==> src/rtl/cpu_datapath.sv <==
// Accumulator CPU datapath: IR, AC and PC registers, combinational ALU and
// address mux, with a sticky halt that freezes all architectural state.
module cpu_datapath #(
  parameter int unsigned DWIDTH = 8,
  parameter int unsigned AWIDTH = 5
) (
  input  logic              clk,
  input  logic              rst_,
  input  logic [DWIDTH-1:0] data_in,
  input  logic              ld_ir,
  input  logic              ld_ac,
  input  logic              ld_pc,
  input  logic              inc_pc,
  input  logic              sel,
  input  logic              data_e,
  input  logic              halt,
  output logic [2:0]        opcode,
  output logic              zero,
  output logic [AWIDTH-1:0] addr,
  output logic [DWIDTH-1:0] data_out,
  output logic              data_oe,
  output logic              halted
);

  localparam int unsigned OPW = 3;

  typedef enum logic [OPW-1:0] {
    OP_HLT = 3'd0,
    OP_SKZ = 3'd1,
    OP_ADD = 3'd2,
    OP_AND = 3'd3,
    OP_XOR = 3'd4,
    OP_LDA = 3'd5,
    OP_STO = 3'd6,
    OP_JMP = 3'd7
  } op_e;

  logic [DWIDTH-1:0] ir_q, ir_d;
  logic [DWIDTH-1:0] ac_q, ac_d;
  logic [AWIDTH-1:0] pc_q, pc_d;
  logic              halted_q, halted_d;
  logic [DWIDTH-1:0] alu_c;
  op_e               op_c;

  assign op_c = op_e'(ir_q[DWIDTH-1 -: OPW]);

  // ALU; opcodes that do not modify the accumulator pass it through
  always_comb begin
    alu_c = ac_q;
    case (op_c)
      OP_ADD:  alu_c = DWIDTH'(ac_q + data_in);
      OP_AND:  alu_c = ac_q & data_in;
      OP_XOR:  alu_c = ac_q ^ data_in;
      OP_LDA:  alu_c = data_in;
      default: alu_c = ac_q;
    endcase
  end

  // Loads use pre-edge state; halted_q (not halt) gates them so the halting
  // cycle itself still completes its loads
  always_comb begin
    ir_d     = ir_q;
    ac_d     = ac_q;
    pc_d     = pc_q;
    halted_d = halted_q;
    if (!halted_q) begin
      if (ld_ir) ir_d = data_in;
      if (ld_ac) ac_d = alu_c;
      if (ld_pc) begin
        pc_d = ir_q[AWIDTH-1:0];
      end else if (inc_pc) begin
        pc_d = AWIDTH'(pc_q + AWIDTH'(1));
      end
    end
    if (halt) halted_d = 1'b1;
  end

  always_ff @(posedge clk or negedge rst_) begin
    if (!rst_) begin
      ir_q     <= '0;
      ac_q     <= '0;
      pc_q     <= '0;
      halted_q <= 1'b0;
    end else begin
      ir_q     <= ir_d;
      ac_q     <= ac_d;
      pc_q     <= pc_d;
      halted_q <= halted_d;
    end
  end

  assign opcode   = ir_q[DWIDTH-1 -: OPW];
  assign zero     = (ac_q == '0);
  assign addr     = sel ? pc_q : ir_q[AWIDTH-1:0];
  assign data_out = ac_q;
  assign data_oe  = data_e;
  assign halted   = halted_q;

endmodule

==> config.mk <==
export PLATFORM = sky130hd
export DESIGN_NAME = cpu_datapath
export DESIGN_NICKNAME = d
export VERILOG_FILES = /design/src/rtl/cpu_datapath.sv
export SDC_FILE = /design/constraint.sdc
export NUM_CORES = 1
export LEC_CHECK = 0
export ABC_AREA = 1
export ABC_CLOCK_PERIOD_IN_PS = 2000
export CELL_PAD_IN_SITES_DETAIL_PLACEMENT = 0
export CELL_PAD_IN_SITES_GLOBAL_PLACEMENT = 1
export CORE_MARGIN = 8
export CORE_UTILIZATION = 30
export DETAILED_ROUTE_END_ITERATION = 8
export GPL_TIMING_DRIVEN = 0
export PLACE_DENSITY = 0.75
export SYNTH_ARGS = -nofsm -noshare
export SYNTH_HDL_FRONTEND = slang
export SYNTH_SLANG_ARGS = --single-unit
==> constraint.sdc <==
create_clock -name clk -period 2 [get_ports clk]
set_input_delay 0.4 -clock clk [delete_from_list [all_inputs] [get_ports clk]]
set_output_delay 0.4 -clock clk [all_outputs]
set_load 0.005 [all_outputs]
**Word level (Yosys, flattened, before mapping)**

Cells that the tools add are included.

- Register bits after elaboration: 22
- Output and inout bits: 19
- Word-level logic and storage cells: 23

- Add/subtract/negate cells: 2
- Equal/unequal tests: 4
- Mux-type cells: 4
- Bitwise operators: 3
- Reduce and logical (&&, ||, !) cells: 6

Operators with widths:

| cell | number |
|---|---|
| 8-bit one-hot mux with 4 select lines | 1 |
| 5-bit two-way mux | 3 |
| 8-bit adder | 1 |
| 8-bit AND | 1 |
| 8-bit zero test | 1 |
| 8-bit bitwise XOR | 1 |
| 3-bit by 2-bit equality test with 1-bit output (second input constant) | 2 |
| 3-bit equality test (second input constant) | 2 |
| 5-bit by 1-bit adder with 5-bit output (second input constant) | 1 |
| 2-bit AND reduction | 2 |
| 4-bit nonzero test | 1 |
| 3-bit AND reduction | 1 |
| 2-bit nonzero test | 1 |
| 1-bit NOT | 1 |

**Logic depth before layout (Yosys ltp)**

- Word-level depth: 3
- Gate-level depth with buffers: 9
- Depth with buffers taken out: 9

**Worst setup path after synthesis**

OpenSTA, ideal clock, no wires.

- Path type: reg2reg
- Start: register ac_q[0] (netlist: data_out[0])
- End: register ac_q[6] (netlist: data_out[6])
- Arrival: 1.528 ns
- Data required time: 1.923 ns
- Setup slack: 0.395 ns
- Cell stages (with the launch flop): 10
- Buffers on the path: 0
- Clock period less this slack: 1.605 ns
- Cells stage by stage: dfrtp_1 -> ha_1 -> fa_1 -> nand2_1 -> nand3_1 -> nand3b_1 -> nand2_1 -> nand2_1 -> nand3_1 -> a21oi_1

- Longest elaborated chain between the ends: 2

Ends and longest elaborated chain:

| element | line | text |
|---|---|---|
| start: declaration | 39 | `logic [DWIDTH-1:0] ac_q, ac_d;` |
| start signal: assignment | 81 | `ac_q <= '0;` |
| start signal: assignment | 86 | `ac_q <= ac_d;` |
| 8-bit adder | 51 | `OP_ADD: alu_c = DWIDTH'(ac_q + data_in);` |
| 8-bit one-hot mux with 4 select lines | 50 | `case (op_c)` |

No other way between the ends.
A chain may end at the register's enable or synchronous reset.

**Worst setup path after layout**

- Start: input data_in[1]
- End: register ac_q[6] (netlist: data_out[6])

- Longest elaborated chain between the ends: 2

Ends and longest elaborated chain:

| element | line | text |
|---|---|---|
| start: declaration | 9 | `input logic [DWIDTH-1:0] data_in,` |
| 8-bit adder | 51 |  |
| 8-bit one-hot mux with 4 select lines | 50 |  |

No other way between the ends.

==> results.md <==
* DR WL/cell at 13.40 µm
* Largest family of logic cells by synthesized area: simple AND/OR/NAND/NOR gates
* Initial Utilization at 30.97%
* Worst-path cell chain: clkdlybuf4s50_1, fa_1, nand2_1, nand3_2, nand3b_1, nand2_1, nand2_1, nand3_1, a21oi_1
* Final setup fails at 0
* Core Area at ~5000 µm²
* Synth Area in Compound Gates at between 10% and 20%
* P_leak at around 1.0 nW
* Warnings, synthesis at 0
* Die ar. at 7851 µm²
* Area share of and/or/nand/nor cells after synthesis at 32.04%
* Initial antenna violation count at 0
* Commonest non-fill, non-tap cell in the layout: nand2_1
* Share of post-route cells with drive strength above 1 at about an eighth
* Htree depth at 1
* Max Fclk at between 500 and 600 MHz
* CTS Buf Count at 3
* Clock power frac at about 28%
* Slew @ Worst Pin at 1.005 ns
* Drt drc at 0
* Crit path DAT at just over 2 ns
* Final net count at between 200 and 300
* Mux cell area share after synthesis at 0.7120%
* Overall routed net length at roughly 4.5 mm
* Area growth syn-to-layout at 33.39%
* First-pass GRT wire length at 7.507 mm
* Max clock buf depth at 2
* Worst path slowest cell: clkdlybuf4s50_1
* Drt pass-1 iters at 4
* Comb power frac at approximately 28%
* Maximum Capacitance Violations at 0
* CTS tree: built
* Sequential power share at between 40% and 50%
* GR Overflow Total at 0
* Unrepaired setup endpoints after global routing: false
* Cell area after placement at around 2000 µm²
* Library cells used by synthesis at 31
* Worst IR drop on VDD at approximately 0.28 mV
* Critical path class: in2reg
* Slew headroom at 32.76%
* GRT Overall Usage at between 10 and 15%
* Net Count, Synth at roughly 250
* Net Sw Power at between 0.0003 and 0.0004 W
* Final Hold Fails at 0
* Avg Synthesized Cell Area at about 7.0 µm²
* Largest net degree at the start of global routing at 23
* Vias in the first global route at 1604
* Switching share of power at between 20% and 30%
* DRT iter0 DRCs at 87
* Post-synthesis xor/xnor area fraction at around 1.1%
* Row count at 26
* Internal power at between 0.0008 and 0.0009 W
* Critical path launch point type: primary input
* Gpl congestion at 0.8088
* Most common cell on crit path: nand2_1
* Final core utilization at 41.30%
* Crit path max fanout at 4
* Via-to-Cell Ratio at roughly 4.7
* Multi-input logic area at slightly above 900 µm²
* Max incr delay on CP at 0.51 ns
* Yosys reg bits at 22
* Clk_lat worst skew at roughly 0.26 ns
* Fin crit share at 92.68%
* Pwr dens at ~550 nW/µm²
* Fin. max-slew vios at 0
* Die Ht at a little under 90 µm
* Filler cell count at 558
* Clock sink count at 22
* Worst setup EP type: flip-flop
* Post-Synth Adder-Cell Area at around 8.4%
* Req. time, crit path at 2.19 ns
* Io pins at 36
* Input/output buffers at 33
* Clock transition at path regs at about 0.080 ns
* N_diodes at 0
* Max Clock Skew at about 0.0038 ns
* Synthesized area at about 1600 µm²
* Status: complete, no violations
* ANT nets after route at 0
* Clock tree root driver cell: clkbuf_8
* Hold/Removal Path Class: in2reg
* Final min period at 1.854 ns
* Synth Instances at approximately 230
* Reg area at roughly 550 µm²
* Detail Placement HPWL at between 3 and 4 mm
* Commonest non-fill, non-tap cells in the layout: nand2_1 (61), clkdlybuf4s50_1 (31), nor2_1 (24)
* Post-route cell area at between 2000 and 2500 µm²
* Register area share after synthesis at a little over a third
* Vias post-DR at roughly 1.6k
* Chip width at 88.61 µm
## final cells by class
cell class,instances,share of cell area [%]
flip-flops and latches,22,26.16
well taps,70,4.152
plain buffers,7,2.017
multi-input cells,168,42.94
inverters,28,4.982
clock buffers,4,2.610
repair buffers,37,17.14
## timing repair
item | in CTS | in global routing
hold buffers | 0 | 0
pin swaps | 1 | 1
endpoints found under the setup margin | 2 | 1
resized for setup | 5 | 2
setup buffers | 3 | 1
## worst paths after layout
check / start / endpoint / slack [ns] / cells after the start
worst min register to register: pc_q[4]$_DFFE_PN0P_ / pc_q[4]$_DFFE_PN0P_ / 0.53 / 2
worst max-delay path: data_in[1] / data_out[6]$_DFFE_PN0P_ / 0.15 / 9
worst min-delay path: data_in[0] / ir_q[0]$_DFFE_PN0P_ / 0.47 / 2
max in group asynchronous: rst_ / data_out[4]$_DFFE_PN0P_ / 0.64 / 1
min in group asynchronous: rst_ / ir_q[6]$_DFFE_PN0P_ / 0.69 / 1
worst max register to register: data_out[0]$_DFFE_PN0P_ / data_out[6]$_DFFE_PN0P_ / 0.23 / 9
## cell usage after synthesis, drive strengths merged
cell,number,area [µm²]
nand2,64,247.7
inv,28,105.1
nor2,26,107.6
dfrtp,22,550.5
o21ai,19,95.09
nand3,17,102.6
a21oi,16,80.08
ha,9,112.6
buf,5,35.03
nor3,3,15.01
o211ai,3,27.52
clkbuf,2,7.510
xor2,2,17.52
a31oi,1,6.260
fa,1,20.02
mux2,1,11.26
nand3b,1,7.510
nand4,1,6.260
nor3b,1,7.510
nor4,1,6.260
o22ai,1,6.260
or2,1,6.260
## power by group through the flow
| stage | Sequential [W] | Clock (W) | Combinational [W] |
|---|---|---|---|
| after floorplan | 0.000516 | 0 | 0.000175 |
| after detailed placement | 0.000523 | 0 | 0.000320 |
| after CTS | 0.000515 | 0.000347 | 0.000327 |
| after global routing | 0.000522 | 0.000358 | 0.000368 |
| after global placement | 0.000523 | 0 | 0.000316 |
| final | 0.000514 | 0.000325 | 0.000325 |
## layer usage
metal	GRT usage, %	wire, µm
met1	15.09	2158
met2	20.91	2081
met3	2.693	210
met4	3.687	52
met5	0	0
## per-stage QoR
step | setup WS [ns] | hold slack (ns) | TNS [ns] | power (W) | cells
floorplan | 0.3951 | 0.1044 | 0 | 0.0006912 | 225
global placement | -0.2588 | 0.5023 | -0.4923 | 0.0008392 | 328
detailed placement | -0.2765 | 0.5181 | -0.5094 | 0.0008430 | 328
CTS | 0.02596 | 0.5385 | 0 | 0.001188 | 335
global route | 0.04820 | 0.4682 | 0 | 0.001248 | 336
finish | 0.1465 | 0.4723 | 0 | 0.001164 | 336
## logic make-up (layout without fill, tap and decap cells)
| logic type | after synthesis | after routing |
|---|---|---|
| buffers and inverters | 35 | 76 |
| AOI/OAI and AO/OA | 40 | 40 |
| adders and majority gates | 10 | 10 |
| muxes | 1 | 1 |
| and+or+nand+nor | 115 | 115 |
| xor gates and xnor gates | 2 | 2 |
| DFF | 22 | 22 |
## state kept, by name (all words and copies together), names as in the netlist
signal    count
pc_q          5
data_out      8
ir_q          8
halted        1
## critical path, delay by kind of cell
kind,cells,cell delay (ns)
AOI/OAI and AO/OA,1,0.14
adders and majority gates,1,0.47
buffers and inverters,1,0.51
and+or+nand+nor,6,0.53
Note: power is estimated with default switching activity, not from simulation.
